## config.mk

```make
export PLATFORM = sky130hd
export DESIGN_NAME = mul_div_unit_flat
export DESIGN_NICKNAME = d
export VERILOG_FILES = /design/src/rtl/mul_div_if.sv /design/src/rtl/mul_div_unit.sv /design/src/flat_wrapper.sv
export SDC_FILE = /design/constraint.sdc
export NUM_CORES = 2
export LEC_CHECK = 0
export CAP_MARGIN = 20
export CORE_MARGIN = 2
export CORE_UTILIZATION = 50
export CTS_BUF_LIST = sky130_fd_sc_hd__clkbuf_2
export CTS_CLUSTER_SIZE = 24
export DETAILED_ROUTE_END_ITERATION = 16
export HOLD_SLACK_MARGIN = 0.08
export PLACE_DENSITY = 0.72
export SLEW_MARGIN = 20
export SYNTH_ARGS = -nofsm -noshare
export SYNTH_HDL_FRONTEND = slang
export SYNTH_SLANG_ARGS = --single-unit
export TNS_END_PERCENT = 100
```

## constraint.sdc

```tcl
create_clock -name clk -period 10.85 [get_ports clk]
set_input_delay 2.17 -clock clk [delete_from_list [all_inputs] [get_ports clk]]
set_output_delay 2.17 -clock clk [all_outputs]
set_load 0.01 [all_outputs]
```

## src/rtl/mul_div_if.sv

```systemverilog
// Request/result bundle between the execute stage and the multiply/divide unit.
interface mul_div_if #(
  parameter int WIDTH = 32
);
  logic             start;
  logic [2:0]       op;
  logic [WIDTH-1:0] a;
  logic [WIDTH-1:0] b;
  logic             flush;
  logic             busy;
  logic             done;
  logic [WIDTH-1:0] hi;
  logic [WIDTH-1:0] lo;

  modport master (output start, op, a, b, flush, input busy, done, hi, lo);
  modport slave  (input start, op, a, b, flush, output busy, done, hi, lo);
endinterface

```

## src/rtl/mul_div_unit.sv

```systemverilog
// Multi-cycle integer multiply/divide unit with architectural HI/LO registers.
// Multiply has a fixed configurable latency; divide is radix-2 restoring, one quotient bit per cycle.
module mul_div_unit #(
  parameter int WIDTH      = 32,
  parameter int MUL_CYCLES = 2
) (
  input logic      clk,
  input logic      rst,
  mul_div_if.slave bus
);
  localparam int CW = $clog2(WIDTH + 1);
  localparam int PW = 2 * WIDTH + 2;

  localparam logic [1:0] S_IDLE = 2'd0;
  localparam logic [1:0] S_MUL  = 2'd1;
  localparam logic [1:0] S_DIV  = 2'd2;

  localparam logic [2:0] OP_MULT  = 3'd0;
  localparam logic [2:0] OP_MULTU = 3'd1;
  localparam logic [2:0] OP_DIV   = 3'd2;
  localparam logic [2:0] OP_DIVU  = 3'd3;
  localparam logic [2:0] OP_MTHI  = 3'd4;
  localparam logic [2:0] OP_MTLO  = 3'd5;

  logic [1:0]       state;
  logic [CW-1:0]    cnt;
  logic [WIDTH-1:0] hi_r;
  logic [WIDTH-1:0] lo_r;
  logic             done_r;

  logic signed [WIDTH:0] mul_a;
  logic signed [WIDTH:0] mul_b;
  logic [WIDTH-1:0]      quo;
  logic [WIDTH-1:0]      rem;
  logic [WIDTH-1:0]      dvs;
  logic                  neg_q;
  logic                  neg_r;
  logic                  div_zero;

  function automatic logic [WIDTH-1:0] cond_neg(input logic [WIDTH-1:0] v, input logic neg);
    cond_neg = neg ? -v : v;
  endfunction

  logic accept;
  logic signed_mul;
  logic signed_div;
  assign accept     = bus.start && (state == S_IDLE) && !bus.flush && (bus.op <= OP_MTLO);
  assign signed_mul = (bus.op == OP_MULT);
  assign signed_div = (bus.op == OP_DIV);

  // Multiplier: one extra sign/zero bit lets a single signed multiply serve MULT and MULTU.
  logic signed [WIDTH:0]  ext_a;
  logic signed [WIDTH:0]  ext_b;
  logic signed [WIDTH:0]  mop_a;
  logic signed [WIDTH:0]  mop_b;
  logic signed [PW-1:0]   prod_full;
  logic [2*WIDTH-1:0]     prod;
  logic [1:0]             unused_prod;
  assign ext_a       = {signed_mul & bus.a[WIDTH-1], bus.a};
  assign ext_b       = {signed_mul & bus.b[WIDTH-1], bus.b};
  assign mop_a       = (state == S_MUL) ? mul_a : ext_a;
  assign mop_b       = (state == S_MUL) ? mul_b : ext_b;
  assign prod_full   = PW'(mop_a) * PW'(mop_b);
  assign prod        = prod_full[2*WIDTH-1:0];
  assign unused_prod = prod_full[PW-1:2*WIDTH];

  // Restoring divide step: the remainder stays below the divisor, so bit WIDTH of diff is the borrow.
  logic [WIDTH:0]   shifted;
  logic [WIDTH:0]   diff;
  logic [WIDTH-1:0] rem_next;
  logic [WIDTH-1:0] quo_next;
  assign shifted  = {rem, quo[WIDTH-1]};
  assign diff     = shifted - {1'b0, dvs};
  assign rem_next = diff[WIDTH] ? shifted[WIDTH-1:0] : diff[WIDTH-1:0];
  assign quo_next = {quo[WIDTH-2:0], ~diff[WIDTH]};

  // Operand stage: captured on accept, iterated while dividing
  always_ff @(posedge clk) begin
    if (accept) begin
      mul_a    <= ext_a;
      mul_b    <= ext_b;
      quo      <= (signed_div && bus.a[WIDTH-1]) ? -bus.a : bus.a;
      dvs      <= (signed_div && bus.b[WIDTH-1]) ? -bus.b : bus.b;
      rem      <= '0;
      neg_q    <= signed_div & (bus.a[WIDTH-1] ^ bus.b[WIDTH-1]);
      neg_r    <= signed_div & bus.a[WIDTH-1];
      div_zero <= (bus.b == '0);
    end else if (state == S_DIV) begin
      quo <= quo_next;
      rem <= rem_next;
    end
  end

  // Control and architectural result stage
  always_ff @(posedge clk or posedge rst) begin
    if (rst) begin
      state  <= S_IDLE;
      cnt    <= '0;
      hi_r   <= '0;
      lo_r   <= '0;
      done_r <= 1'b0;
    end else begin
      done_r <= 1'b0;
      if (bus.flush) begin
        state <= S_IDLE;
        cnt   <= '0;
      end else begin
        case (state)
          S_IDLE: begin
            if (accept) begin
              case (bus.op)
                OP_MTHI: hi_r <= bus.a;
                OP_MTLO: lo_r <= bus.a;
                OP_MULT, OP_MULTU: begin
                  if (MUL_CYCLES == 1) begin
                    {hi_r, lo_r} <= prod;
                    done_r       <= 1'b1;
                  end else begin
                    state <= S_MUL;
                    cnt   <= CW'(MUL_CYCLES - 1);
                  end
                end
                OP_DIV, OP_DIVU: begin
                  state <= S_DIV;
                  cnt   <= CW'(WIDTH);
                end
                default: ;
              endcase
            end
          end
          S_MUL: begin
            if (cnt == CW'(1)) begin
              {hi_r, lo_r} <= prod;
              done_r       <= 1'b1;
              state        <= S_IDLE;
              cnt          <= '0;
            end else begin
              cnt <= cnt - CW'(1);
            end
          end
          S_DIV: begin
            if (cnt == CW'(1)) begin
              hi_r   <= cond_neg(rem_next, neg_r);
              lo_r   <= div_zero ? '1 : cond_neg(quo_next, neg_q);
              done_r <= 1'b1;
              state  <= S_IDLE;
              cnt    <= '0;
            end else begin
              cnt <= cnt - CW'(1);
            end
          end
          default: begin
            state <= S_IDLE;
            cnt   <= '0;
          end
        endcase
      end
    end
  end

  assign bus.busy = (state != S_IDLE);
  assign bus.done = done_r;
  assign bus.hi   = hi_r;
  assign bus.lo   = lo_r;
endmodule

```

## src/flat_wrapper.sv

```systemverilog
// flat-port wrapper written by rule: the top's interface ports become plain ports
module mul_div_unit_flat 
#(
  parameter int WIDTH      = 32,
  parameter int MUL_CYCLES = 2
)
  (clk, rst, bus_start, bus_op, bus_a, bus_b, bus_flush, bus_busy, bus_done, bus_hi, bus_lo);
  mul_div_if #(.WIDTH(WIDTH)) bus_i ();
  input logic clk;
  input logic rst;
  input wire logic [$bits(bus_i.start)-1:0] bus_start;
  input wire logic [$bits(bus_i.op)-1:0] bus_op;
  input wire logic [$bits(bus_i.a)-1:0] bus_a;
  input wire logic [$bits(bus_i.b)-1:0] bus_b;
  input wire logic [$bits(bus_i.flush)-1:0] bus_flush;
  output wire logic [$bits(bus_i.busy)-1:0] bus_busy;
  output wire logic [$bits(bus_i.done)-1:0] bus_done;
  output wire logic [$bits(bus_i.hi)-1:0] bus_hi;
  output wire logic [$bits(bus_i.lo)-1:0] bus_lo;
  assign bus_i.start = bus_start;
  assign bus_i.op = bus_op;
  assign bus_i.a = bus_a;
  assign bus_i.b = bus_b;
  assign bus_i.flush = bus_flush;
  assign bus_busy = bus_i.busy;
  assign bus_done = bus_i.done;
  assign bus_hi = bus_i.hi;
  assign bus_lo = bus_i.lo;
  mul_div_unit #(.WIDTH(WIDTH), .MUL_CYCLES(MUL_CYCLES)) u_core (.clk(clk), .rst(rst), .bus(bus_i));
endmodule
```

==> results list <==
- Clock latency on the worst-skew pair: 1.00 ns
- Site Rows: 119
* Post-synthesis to final-layout area growth: 12.5%
- Counting stages on the worst path, the most repeated cell is sky130_fd_sc_hd__fa_1.
- Max incr delay on CP: 0.56 ns
* Placeable core region: 0.105 mm2
- Critical path peak fanout: 7
- The floorplan step set the die width to 329 um.
- Setup Fix Bufs, Post-CTS: 0
* Instance count of the mapped netlist: 5912
* Worst Clk Skew: 0.0944 ns
- Cells fill 56.6% of the core in the end.
- Cell with the biggest individual delay on the critical path: sky130_fd_sc_hd__fa_1
- Netlist area before placement: 0.0528 mm2
* Number of input and output port buffers inserted: 136
* Met3 GRT Util: 6.80%
- Buffers plus inverters on the worst setup path: 7
- From bottom edge to top edge, the die measures 329 um.
- Setup Viol. Count Final: 0
- For this run, the number of Yosys warnings is 0.
- After clock tree synthesis, the flow added hold-fix buffers numbering 0.
* Vias in the first global route: 45700
- Total congestion overflow after global routing: 0
- DR vias: 44100
- Crit end category: flip-flop
- Cell type group with the largest total delay on the critical path: adder cells
- Slew at the pin with the worst max-slew slack: 1.18 ns
* Pre-Repair DR Iteration Count: 6
- Antenna violations before repair: 2
- Layout cell share with drive strength beyond 1: 10.6%
* Most common cell after layout, fill and taps aside: sky130_fd_sc_hd__inv_1
- Via count normalized by instance count: 5.69
- Full die area: 0.108 mm2
- Timing would allow up to 0.0969 GHz.
- Sinks on the clock net: 237
- Counting every net in the synthesized netlist gives 7363.
* Effective utilization at floorplan: 50.3%
- Worst Path Arrival: 11.17 ns
- The worst hold path belongs to the class flip-flop to flip-flop.
- Leaving out fill and tap cells, the most frequent cells in the layout are sky130_fd_sc_hd__inv_1, sky130_fd_sc_hd__fa_1, sky130_fd_sc_hd__nand2_1, sky130_fd_sc_hd__nor2_1, sky130_fd_sc_hd__buf_4.
* Setup repair after global routing missed its margin: false
- Clock tree synthesis inserted a total of 59 buffers.
- Summing the sequential cell areas from Yosys gives 12.2% of the chip area.
- Layout fillers: 9326
- No sink is reached through more buffers than the 3 on the longest clock path.
- Cell at the root of the clock tree: sky130_fd_sc_hd__clkbuf_2
- After legalization and detailed placement, the total HPWL measured 149000 um.
- Crit path launch type: input pin
- For this design the top-level I/O count stands at 137.
- The final layout contains 7755 nets.
- Outcome: complete, no violations
- Number of logic stages on the critical path including buffering: 32
- 1st-iter DRT viols: 4490
* DRC violation count after routing: 0
* Cts repair resizes: 0
- Headroom to the max-slew limit came out at 21.4%.
- Maximum number of pins on one net before global-route repair: 94
- Global routing consumed, over all layers together, 33.9% of the routing resources.
- TritonCTS built the clock tree.
- Total routed wirelength: 179000 um
- Counting instances, the worst hold path has a depth of 1.
* Fraction of synthesis flops using an asynchronous set or reset pin: 30.8%
- Dividing the final minimum period by the clock period gives 95.1%.
* FF-to-FF path depth: 31
* Top_reg_cell synth: sky130_fd_sc_hd__edfxtp_1
- The congestion estimate from routability-driven global placement came to 1.01.
* Fin crit period: 10.32 ns
- Start-to-end type of the worst setup path: input pin to flip-flop
- Dividing the detail-routed wire length by the instance count gives 23.2 um.
- Met1 layer usage reported by global route: 44.5%
- Global-route wire length before repair: 275000 um
- For this run, global-route usage on met2 was measured as 52.7%.
* Clock-pin transition on the worst setup and hold timing paths: 0.11 ns
- In this run, synthesis inferred 132 flip-flops with an integrated enable.
- The average instance in the mapped netlist occupies 8.93 um2.
* Number of H-tree levels: 2
- Final hold vios: 0
* Yosys reg bits: 237
* Required arrival time at the worst endpoint: 11.70 ns
* Slew Viols, Final: 0
* Unique masters post-synth: 83
- Number of antenna-violating nets in the routed design: 0
- The global routing stage identified its most utilized layer as met2.
- Max Cap Viol: 0
## synthesized netlist by cell type, drive strengths merged (18+ instances only)
master	number	area share (%)
fa	1126	43
o21ai	188	1.8
xnor2	133	2.2
a21o	57	0.81
o31ai	49	0.70
nor3	52	0.49
nor2	483	3.4
or3	18	0.21
edfxtp	132	7.5
nand2b	21	0.25
a211oi	53	0.77
and2	23	0.27
nand2	987	7.0
buf	28	0.22
mux2	63	1.3
dfxtp	32	1.2
mux2i	79	1.5
xor2	80	1.3
clkbuf	246	1.7
a221oi	27	0.45
inv	1262	9.0
a21oi	150	1.4
dfrtp	73	3.5
nand3	30	0.28
a31oi	23	0.27
ha	254	6.0
## metal layers
metal	routed length, um	vias up
met2	80200	2412
met3	19000	480
met4	12300	0
li1	-	18900
met5	0	-
met1	67900	22300
## state kept, by name, summed over array words and instances (netlist names)
signal,cells
u_core.dvs,32
u_core.mul_b,32
u_core.rem,32
u_core.bus.lo,32
u_core.bus.hi,32
u_core.neg_q,1
u_core.div_zero,1
u_core.bus.done,1
u_core.quo,32
u_core.state,2
u_core.neg_r,1
u_core.mul_a,33
u_core.cnt,6
## cells by family (layout without fill, tap and decap cells)
kind of cell | Yosys count | in the layout | synth area share, %
xor gates and xnor gates | 213 | 213 | 3.53
DFF | 237 | 237 | 12.2
other | 0 | 4 | 0
and+or+nand+nor | 1710 | 1710 | 13.2
muxes | 142 | 142 | 2.85
adders and majority gates | 1380 | 1380 | 48.7
AOI/OAI and AO/OA | 692 | 692 | 8.54
buffers and inverters | 1538 | 1981 | 11.0
## area by class of cell
type                            instances  area [um2]  area share [%]
Clock inverter                         19        83.8           0.141
Inverter                             1264        4750            7.99
Timing Repair Buffer                  605        5270            8.87
Tap cell                             1391        1740            2.93
Multi-Input combinational cell       4137       40700            68.5
Clock buffer                           93         465           0.783
Sequential cell                       237        6430            10.8
Antenna cell                            4        10.0          0.0168
## path summary, 6_finish.rpt
kind	from	end	slack (ns)
hold / removal	u_core.bus.lo[7]	u_core.bus.lo[7]	0.49
max in group asynchronous	rst	u_core.bus.lo[11]	8.24
setup / recovery	bus_op[0]	u_core.bus.hi[29]	0.53
hold reg to reg	u_core.bus.lo[7]	u_core.bus.lo[7]	0.49
setup reg to reg	u_core.state[1]	u_core.bus.hi[13]	0.75
min in group asynchronous	rst	u_core.bus.done	1.40
## stage by stage
step	hold slack (ns)	instances	area, um2	TNS (ns)	worst slack, ns
floorplan	0.476	5912	52800	0	0.769
global placement	0.460	7634	58900	-4.63	-0.388
detailed placement	0.466	7634	58900	-5.06	-0.388
CTS	0.489	7746	59400	0	0.600
global route	0.503	7747	59400	0	0.0600
finish	0.486	7750	59400	0	0.533
Power is left out: the tool's default activity adds up to more than one toggle a clock period on the data nets, which glitch-free logic cannot reach.
